### src/rtl/uart_hex_sender.sv
// Serial read-back transmitter: formats a 64-bit word (or the low 32 bits) as hex ASCII
// with separator and CR/LF, then sends it 8N1 on uart_tx.
module uart_hex_sender #(
  parameter int unsigned CLK_DIV = 434
) (
  input  logic        clk,
  input  logic        rst,
  input  logic        rdata_snd_start,
  input  logic [63:0] rdata_snd,
  input  logic        pc_print_sel,
  output logic        flushing_wq,
  output logic        snd_busy,
  output logic        snd_overrun,
  output logic        uart_tx
);

  localparam int unsigned CNT_W      = 16;
  localparam int unsigned IDX_W      = 5;
  localparam int unsigned BIT_W      = 3;
  localparam int unsigned LONG_LAST  = 18;
  localparam int unsigned SHORT_LAST = 9;

  localparam logic [CNT_W-1:0] BAUD_LAST = CNT_W'(CLK_DIV - 1);

  typedef enum logic [2:0] {
    IDLE,
    START,
    DATA,
    STOP,
    DONE
  } state_t;

  state_t             state;
  logic [63:0]        shadow;
  logic               mode;
  logic [IDX_W-1:0]   char_idx;
  logic [BIT_W-1:0]   bit_cnt;
  logic [CNT_W-1:0]   baud_cnt;

  logic [31:0]        hex_word;
  logic [2:0]         hex_pos;
  logic [3:0]         nibble;
  logic [7:0]         cur_char;
  logic [IDX_W-1:0]   last_char;
  logic               baud_tick;

  function automatic logic [7:0] hex_ascii(input logic [3:0] nib);
    return (nib < 4'd10) ? (8'h30 + 8'(nib)) : (8'h37 + 8'(nib));
  endfunction

  // Character currently on the wire, chosen from the char index and frame mode.
  always_comb begin
    hex_word = shadow[31:0];
    hex_pos  = 3'(char_idx);
    if (!mode && char_idx >= 5'd9) begin
      hex_word = shadow[63:32];
      hex_pos  = 3'(char_idx - 5'd9);
    end
    nibble   = 4'(hex_word >> {3'd7 - hex_pos, 2'b00});
    cur_char = hex_ascii(nibble);
    if (mode) begin
      if (char_idx == 5'd8) begin
        cur_char = 8'h0D;
      end else if (char_idx >= 5'd9) begin
        cur_char = 8'h0A;
      end
    end else begin
      if (char_idx == 5'd8) begin
        cur_char = 8'h20;
      end else if (char_idx == 5'd17) begin
        cur_char = 8'h0D;
      end else if (char_idx >= 5'd18) begin
        cur_char = 8'h0A;
      end
    end
  end

  assign last_char = mode ? IDX_W'(SHORT_LAST) : IDX_W'(LONG_LAST);
  assign baud_tick = (baud_cnt == BAUD_LAST);

  // Frame sequencer; every output is registered so uart_tx is glitch-free.
  always_ff @(posedge clk or posedge rst) begin
    if (rst) begin
      state       <= IDLE;
      shadow      <= '0;
      mode        <= 1'b0;
      char_idx    <= '0;
      bit_cnt     <= '0;
      baud_cnt    <= '0;
      uart_tx     <= 1'b1;
      snd_busy    <= 1'b0;
      flushing_wq <= 1'b0;
      snd_overrun <= 1'b0;
    end else begin
      flushing_wq <= 1'b0;
      snd_overrun <= rdata_snd_start && snd_busy;
      unique case (state)
        IDLE, DONE: begin
          if (rdata_snd_start) begin
            shadow   <= rdata_snd;
            mode     <= pc_print_sel;
            char_idx <= '0;
            bit_cnt  <= '0;
            baud_cnt <= '0;
            uart_tx  <= 1'b0;
            snd_busy <= 1'b1;
            state    <= START;
          end else begin
            state <= IDLE;
          end
        end
        START: begin
          if (baud_tick) begin
            baud_cnt <= '0;
            bit_cnt  <= '0;
            uart_tx  <= cur_char[0];
            state    <= DATA;
          end else begin
            baud_cnt <= baud_cnt + 16'd1;
          end
        end
        DATA: begin
          if (baud_tick) begin
            baud_cnt <= '0;
            if (bit_cnt == 3'd7) begin
              uart_tx <= 1'b1;
              state   <= STOP;
            end else begin
              bit_cnt <= bit_cnt + 3'd1;
              uart_tx <= cur_char[bit_cnt + 3'd1];
            end
          end else begin
            baud_cnt <= baud_cnt + 16'd1;
          end
        end
        STOP: begin
          if (baud_tick) begin
            baud_cnt <= '0;
            if (char_idx == last_char) begin
              snd_busy    <= 1'b0;
              flushing_wq <= 1'b1;
              state       <= DONE;
            end else begin
              char_idx <= char_idx + 5'd1;
              uart_tx  <= 1'b0;
              state    <= START;
            end
          end else begin
            baud_cnt <= baud_cnt + 16'd1;
          end
        end
        default: state <= IDLE;
      endcase
    end
  end

endmodule

### config.mk
export PLATFORM = sky130hd
export DESIGN_NAME = uart_hex_sender
export DESIGN_NICKNAME = d
export VERILOG_FILES = /design/src/rtl/uart_hex_sender.sv
export SDC_FILE = /design/constraint.sdc
export NUM_CORES = 1
export LEC_CHECK = 0
export ABC_AREA = 1
export BUFFER_PORTS_ARGS = -buffer_cell sky130_fd_sc_hd__buf_2
export CORE_ASPECT_RATIO = 1.4
export CORE_MARGIN = 8
export CORE_UTILIZATION = 33
export CTS_BUF_LIST = sky130_fd_sc_hd__clkbuf_4 sky130_fd_sc_hd__clkbuf_8
export DETAILED_ROUTE_END_ITERATION = 8
export PLACE_DENSITY_LB_ADDON = 0.12
export SLEW_MARGIN = 20
export SYNTH_ARGS = -nofsm -noshare
export SYNTH_HDL_FRONTEND = slang
export SYNTH_SLANG_ARGS = --single-unit
### constraint.sdc
create_clock -name clk -period 7.8 [get_ports clk]
set_clock_uncertainty 0.05 [all_clocks]
set_input_delay 0.39 -clock clk [delete_from_list [all_inputs] [get_ports clk]]
set_output_delay 0.39 -clock clk [all_outputs]
set_load 0.02 [all_outputs]
# Word-level counts from Yosys, hierarchy flattened
# Cells that the tools add are included.
[word_totals]
input_bits = 68
register_bits = 96
[classes]
shifts = 1
add_sub_neg = 7
eq_ne = 17
reduce_logical = 17
muxes = 45
magnitude_cmp = 4
[op_table]
columns = ["cell", "count"]
rows = [
  ["$mux 7", 6],
  ["$mux 16", 2],
  ["$mux 32", 1],
  ["$pmux 16 s2", 1],
  ["$shr 32x5->4", 1],
  ["$mux 3", 10],
  ["$mux 5", 4],
  ["$add 16x1->16 const B", 1],
  ["$eq 16x9->1 const B", 1],
  ["$ne 2x2->1 const B", 8],
  ["$add 6x4->7 const A", 2],
  ["$mux 1", 14],
  ["$pmux 3 s4", 1],
  ["$reduce_and 4->1", 3],
  ["$pmux 5 s2", 1],
  ["$pmux 3 s3", 1],
  ["$mux 8", 1],
  ["$eq 3x2->1 const B", 2],
  ["$eq 3x3->1 const B", 2],
  ["$reduce_and 6->1", 1],
  ["$add 5x1->5 const B", 1],
  ["$eq 5x4->1 const B", 1],
  ["$eq 5x5->1", 1],
  ["$eq 5x5->1 const B", 1],
  ["other kinds (21)", 24],
]

# Depth between registers and ports, before layout
[depth]
depth_word = 16
ltp_mapped = 28

# Worst setup path after synthesis
# No wires, ideal clock.
[synth_path]
path_type = "register to register"
start = "reg char_idx[0]"
end = "reg uart_tx"
setup_time_ns = 0.068
path_stages_with_launch = 26
period_less_slack_ns = 2.872
path_slack_ns = 4.928
t_arrival_ns = 2.754
path_buffers = 2
cell_sequence = "dfrtp_1 > buf_6 > inv_2 > clkbuf_1 > ha_1 > inv_1 > nand3_1 > nand2_4 > nand2_1 > nor2_1 > nand2_1 > nand3_1 > nand2_2 > inv_2 > ha_1 > inv_1 > nand3_1 > nand2_1 > nand2_1 > nand2_1 > nand3_1 > nand2_1 > nand2_1 > nand2_1 > nand2_1 > a21oi_2"
[synth_via]
elab_chain_cells = 16
elab_cells_between_ends = 29
[synth_rtl]
columns = ["item", "line", "rtl"]
rows = [
  ["from (decl)", "36", "logic [IDX_W-1:0] char_idx;"],
  ["from (signal assigned)", "144", "char_idx <= char_idx + 5'd1;"],
  ["$ge 5x4->1", "55, 64", ""],
  ["$logic_and 1x1->1", "55", "if (!mode && char_idx >= 5'd9) begin"],
  ["$mux 3", "55", ""],
  ["$sub 3x3->3", "59", "nibble = 4'(hex_word >> {3'd7 - hex_pos, 2'b00});"],
  ["$shr 32x5->4", "59", ""],
  ["$add 6x4->7 or $lt 4x4->1 (tied branches)", "48", "return (nib < 4'd10) ? (8'h30 + 8'(nib)) : (8'h37 + 8'(nib));"],
  ["$mux 7", "48", ""],
  ["$mux 7", "72", "end else if (char_idx >= 5'd18) begin"],
  ["$mux 7", "70", "end else if (char_idx == 5'd17) begin"],
  ["$mux 7", "68", "if (char_idx == 5'd8) begin"],
  ["$mux 8", "61", "if (mode) begin"],
  ["$bmux 1 s3", "130", "uart_tx <= cur_char[bit_cnt + 3'd1];"],
  ["$mux 1 (implied by the code)", "130", ""],
  ["$mux 1", "125", "if (bit_cnt == 3'd7) begin"],
  ["$mux 1", "123", "if (baud_tick) begin"],
  ["$pmux 1 s4", "97", "unique case (state)"],
  ["to (signal assigned)", "116", "uart_tx <= cur_char[0];"],
  ["to (signal assigned)", "130", ""],
  ["to (decl)", "14", "output logic uart_tx"],
]
# Parallel ways exist; a longest one is shown, timed or not. The select of a mux whose other input is x is not followed.
# A chain may end at the register's enable or synchronous reset.

# Final worst setup path
[layout_path]
start = "reg char_idx[1]"
end = "reg uart_tx"
# Same word-level chain as after synthesis.

==> out/results.ini <==
[floorplan]
design.die.area_sq_um = 20300
floorplan.rows = 54
floorplan.die.width_microns = 123
io_pins = 72
die_height_microns = 166
initial_utilization_pct = 33.8
core_area_sq_um = 15600

[synth]
synth_edf_count = 0
synth_top_family_by_area = simple AND/OR/NAND/NOR gates
async_reset_ff_share_pct = 100
synthMuxAreaShare_pct = 0
yosys_most_used_dff = sky130_fd_sc_hd__dfrtp_1
synth-compound-area-share_pct = 7.93
postSynthRegisterBits = 96
synth_seq_area_share_pct = 45.6
synth_top_cell_area_share_pct = 45.1
synth.cell_area_sq_um = 5270
synth.most_common_cell = sky130_fd_sc_hd__nand2_1
yosys_warnings = 0
synthSimpleGateAreaFrac_pct = 35.5
synthDominantAreaCellType = sky130_fd_sc_hd__dfrtp_1
synth_adder_area_share_pct = 2.37
postSynthAreaPerCell_sq_um = 7.32
synth_fp_nets = 798
synthesized_instance_count = 720
top_cells_by_count_synth = sky130_fd_sc_hd__nand2_1 (277), sky130_fd_sc_hd__dfrtp_1 (95), sky130_fd_sc_hd__inv_1 (68), sky130_fd_sc_hd__nand3_1 (53), sky130_fd_sc_hd__nor2_1 (48)
yosysUniqueCellTypes = 42
synth_xor_xnor_area_share_pct = 0.475
synth_area_leaders = sky130_fd_sc_hd__dfrtp_1 (45%), sky130_fd_sc_hd__nand2_1 (20%), sky130_fd_sc_hd__nand3_1 (5.0%), sky130_fd_sc_hd__inv_1 (4.8%), sky130_fd_sc_hd__nor2_1 (3.4%)

[timing]
maxSlewViolCount = 0
report.final.setup_viol = 0
timing_worst_slew_pin_value_ns = 0.793
period_minus_ws_final_ns = 3.49
max_clock_freq_ghz = 0.287
post-route-period-util_pct = 44.7
slew_headroom_pct = 47.0
timing.setup.tns_ns = 0
finalHoldViolCount = 0
postLayoutSetupSlackWorst_ns = 4.31
rsz0062_at_grt = no

[route]
detail_route.drc_violations = 0
route.final.wire_length_microns = 14700
final_antenna_violating_net_count = 0
wl_per_cell_microns = 15.0
detail_route.vias_per_cell = 4.78
dr.pass1.iters = 4
drt-initial-drc-count = 220
num_vias = 4689

[hold_path]
hold_path.class = in2async

[cts]
post_cts_resize_count = 0
clock_tree.buffer_depth = 2
clkSlewWorstSetupHoldPaths_ns = 0.10
numCtsBuffers = 9
cts_tree = built
cts.htree.levels = 3
worstSkewPairLatency_ns = 0.38
cts_hold_buf = 0
clock_sink_count = 96
cts.root.buffer_cell = sky130_fd_sc_hd__clkbuf_8
cts_setup_buffers = 0

[setup_path]
worst_setup_path_start_kind = flop
cp.arrival_ns = 3.76
criticalPathCategory = reg2reg
setup.worst_path.end_class = flop
worstRegToRegCells = 27
critical_path.max_fanout = 31
worst-endpoint-required_ns = 8.07

[outcome]
run_status = complete, no violations

[placement]
hpwl_microns = 11100
buffers_added_on_ports = 71
dp_worst_setup_slack_ns = 4.34
gp_congestion = 0.842
dp_cells = 964

[job]
maxCapViolations = 0

[final_layout]
insertedDiodeCount = 0
layout.nets = 857
fillerInstances = 1669
stdcell_count = 980
area_growth_pct = 13.6
layout_utilization_pct = 38.4
drive_gt1_share_pct = 15.7

[grt]
grt_pass1_wl_microns = 24400
grt_start_max_net_pins = 57
global_route.usage.total_pct = 15.3
grt_overflow = 0
first_global_vias = 4902
number_of_antenna_violations_at_the_first_check_in_global_routing = 0

[pwr]
vdd_drop_max_mv = 0.0770
power.static_leakage_nw = 3.18
cellPowerDensity_nw_per_um2 = 150

==> worst paths after layout <==
check | start | endpoint | slack (ns)
max | char_idx[1] | uart_tx | 4.31
min | rst | shadow[21] | 0.06
max reg2reg | char_idx[1] | uart_tx | 4.31
min reg2reg | shadow[47] | shadow[47] | 0.44
max in group asynchronous | rst | shadow[1] | 6.48
min in group clk | rdata_snd[42] | shadow[42] | 0.14
==> area by class of cell <==
cell class	instances	area [sq um]	share of cell area (%)
tap	196	245	4.09
clock buffer	10	131	2.19
sequential	96	2400	40.1
timing repair buffer	75	385	6.43
inverter	76	289	4.83
clock inverter	6	91.3	1.52
multi-input combinational	521	2440	40.8
==> cells by family after synthesis <==
| group | count (synthesis) |
|---|---|
| DFF | 96 |
| buffers and inverters | 103 |
| xor gates and xnor gates | 2 |
| AOI/OAI and AO/OA | 75 |
| adders and majority gates | 10 |
| and+or+nand+nor | 434 |
==> power breakdown <==
part	internal (mW)	switching [mW]	total, mW	leakage, nW
Clock	0.187	0.187	0.373	0.115
Combinational	0.0122	0.0152	0.0274	1.86
Sequential	0.498	0.0000562	0.498	1.21
==> placed cells by master (no fill, tap or decap), types with 5 or more instances in the layout <==
| cell | n |
|---|---|
| sky130_fd_sc_hd__o21ai_0 | 32 |
| sky130_fd_sc_hd__a21oi_1 | 23 |
| sky130_fd_sc_hd__nor3_1 | 17 |
| sky130_fd_sc_hd__nand3_1 | 53 |
| sky130_fd_sc_hd__nand4_1 | 14 |
| sky130_fd_sc_hd__nand2_1 | 276 |
| sky130_fd_sc_hd__o22ai_1 | 5 |
| sky130_fd_sc_hd__nand2_4 | 5 |
| sky130_fd_sc_hd__ha_1 | 10 |
| sky130_fd_sc_hd__clkbuf_8 | 9 |
| sky130_fd_sc_hd__nor2_1 | 48 |
| sky130_fd_sc_hd__buf_2 | 71 |
| sky130_fd_sc_hd__inv_2 | 7 |
| sky130_fd_sc_hd__dfrtp_1 | 95 |
| sky130_fd_sc_hd__inv_1 | 66 |
| sky130_fd_sc_hd__nand2_2 | 7 |
==> sequential cells by signal, summed over array words and instances, names as in the netlist <==
register	flops
uart_tx	1
snd_busy	1
shadow	64
bit_cnt	3
baud_cnt	16
char_idx	5
state	3
flushing_wq	1
snd_overrun	1
mode	1
==> worst max-delay path, cell delays in order, from the launching register on <==
cell,delay (ns)
sky130_fd_sc_hd__dfrtp_1,0.48
sky130_fd_sc_hd__inv_1,0.19
sky130_fd_sc_hd__ha_1,0.23
sky130_fd_sc_hd__nand3_2,0.08
sky130_fd_sc_hd__nand2_1,0.07
sky130_fd_sc_hd__inv_2,0.04
sky130_fd_sc_hd__nand2_4,0.23
sky130_fd_sc_hd__nand2_8,0.21
sky130_fd_sc_hd__nand2_4,0.19
sky130_fd_sc_hd__nand2_4,0.07
sky130_fd_sc_hd__inv_4,0.14
sky130_fd_sc_hd__nand2_1,0.07
sky130_fd_sc_hd__o211ai_1,0.09
sky130_fd_sc_hd__nand3_1,0.11
sky130_fd_sc_hd__nand2_1,0.11
sky130_fd_sc_hd__inv_1,0.07
sky130_fd_sc_hd__ha_1,0.27
sky130_fd_sc_hd__inv_1,0.06
sky130_fd_sc_hd__nand3_1,0.07
sky130_fd_sc_hd__nand2_1,0.07
sky130_fd_sc_hd__nand2_1,0.05
sky130_fd_sc_hd__nand2_1,0.05
sky130_fd_sc_hd__nand3_1,0.07
sky130_fd_sc_hd__nand2_1,0.06
sky130_fd_sc_hd__nand2_1,0.04
sky130_fd_sc_hd__nand2_1,0.05
sky130_fd_sc_hd__nand2_1,0.05
sky130_fd_sc_hd__a21oi_2,0.12
==> layer usage <==
layer / global-route usage, % / wire (microns) / share of wire, %
met1: 17.3 / 6210 / 42
met2: 27.7 / 7770 / 53
met3: 2.21 / 380 / 2.6
met4: 6.78 / 353 / 2.4
met5: 0 / 0 / 0
==> metrics by stage <==
stage                     power [mW]  area [sq um]  hold slack (ns)
after global placement         0.536          5770            0.411
after global routing           0.933          5990            0.109
final                          0.898          5990           0.0562
after detailed placement       0.536          5770            0.416
after CTS                      0.916          5990           0.0830
after floorplan                0.515          5270            0.399
Power figures use the tool's default switching activity.
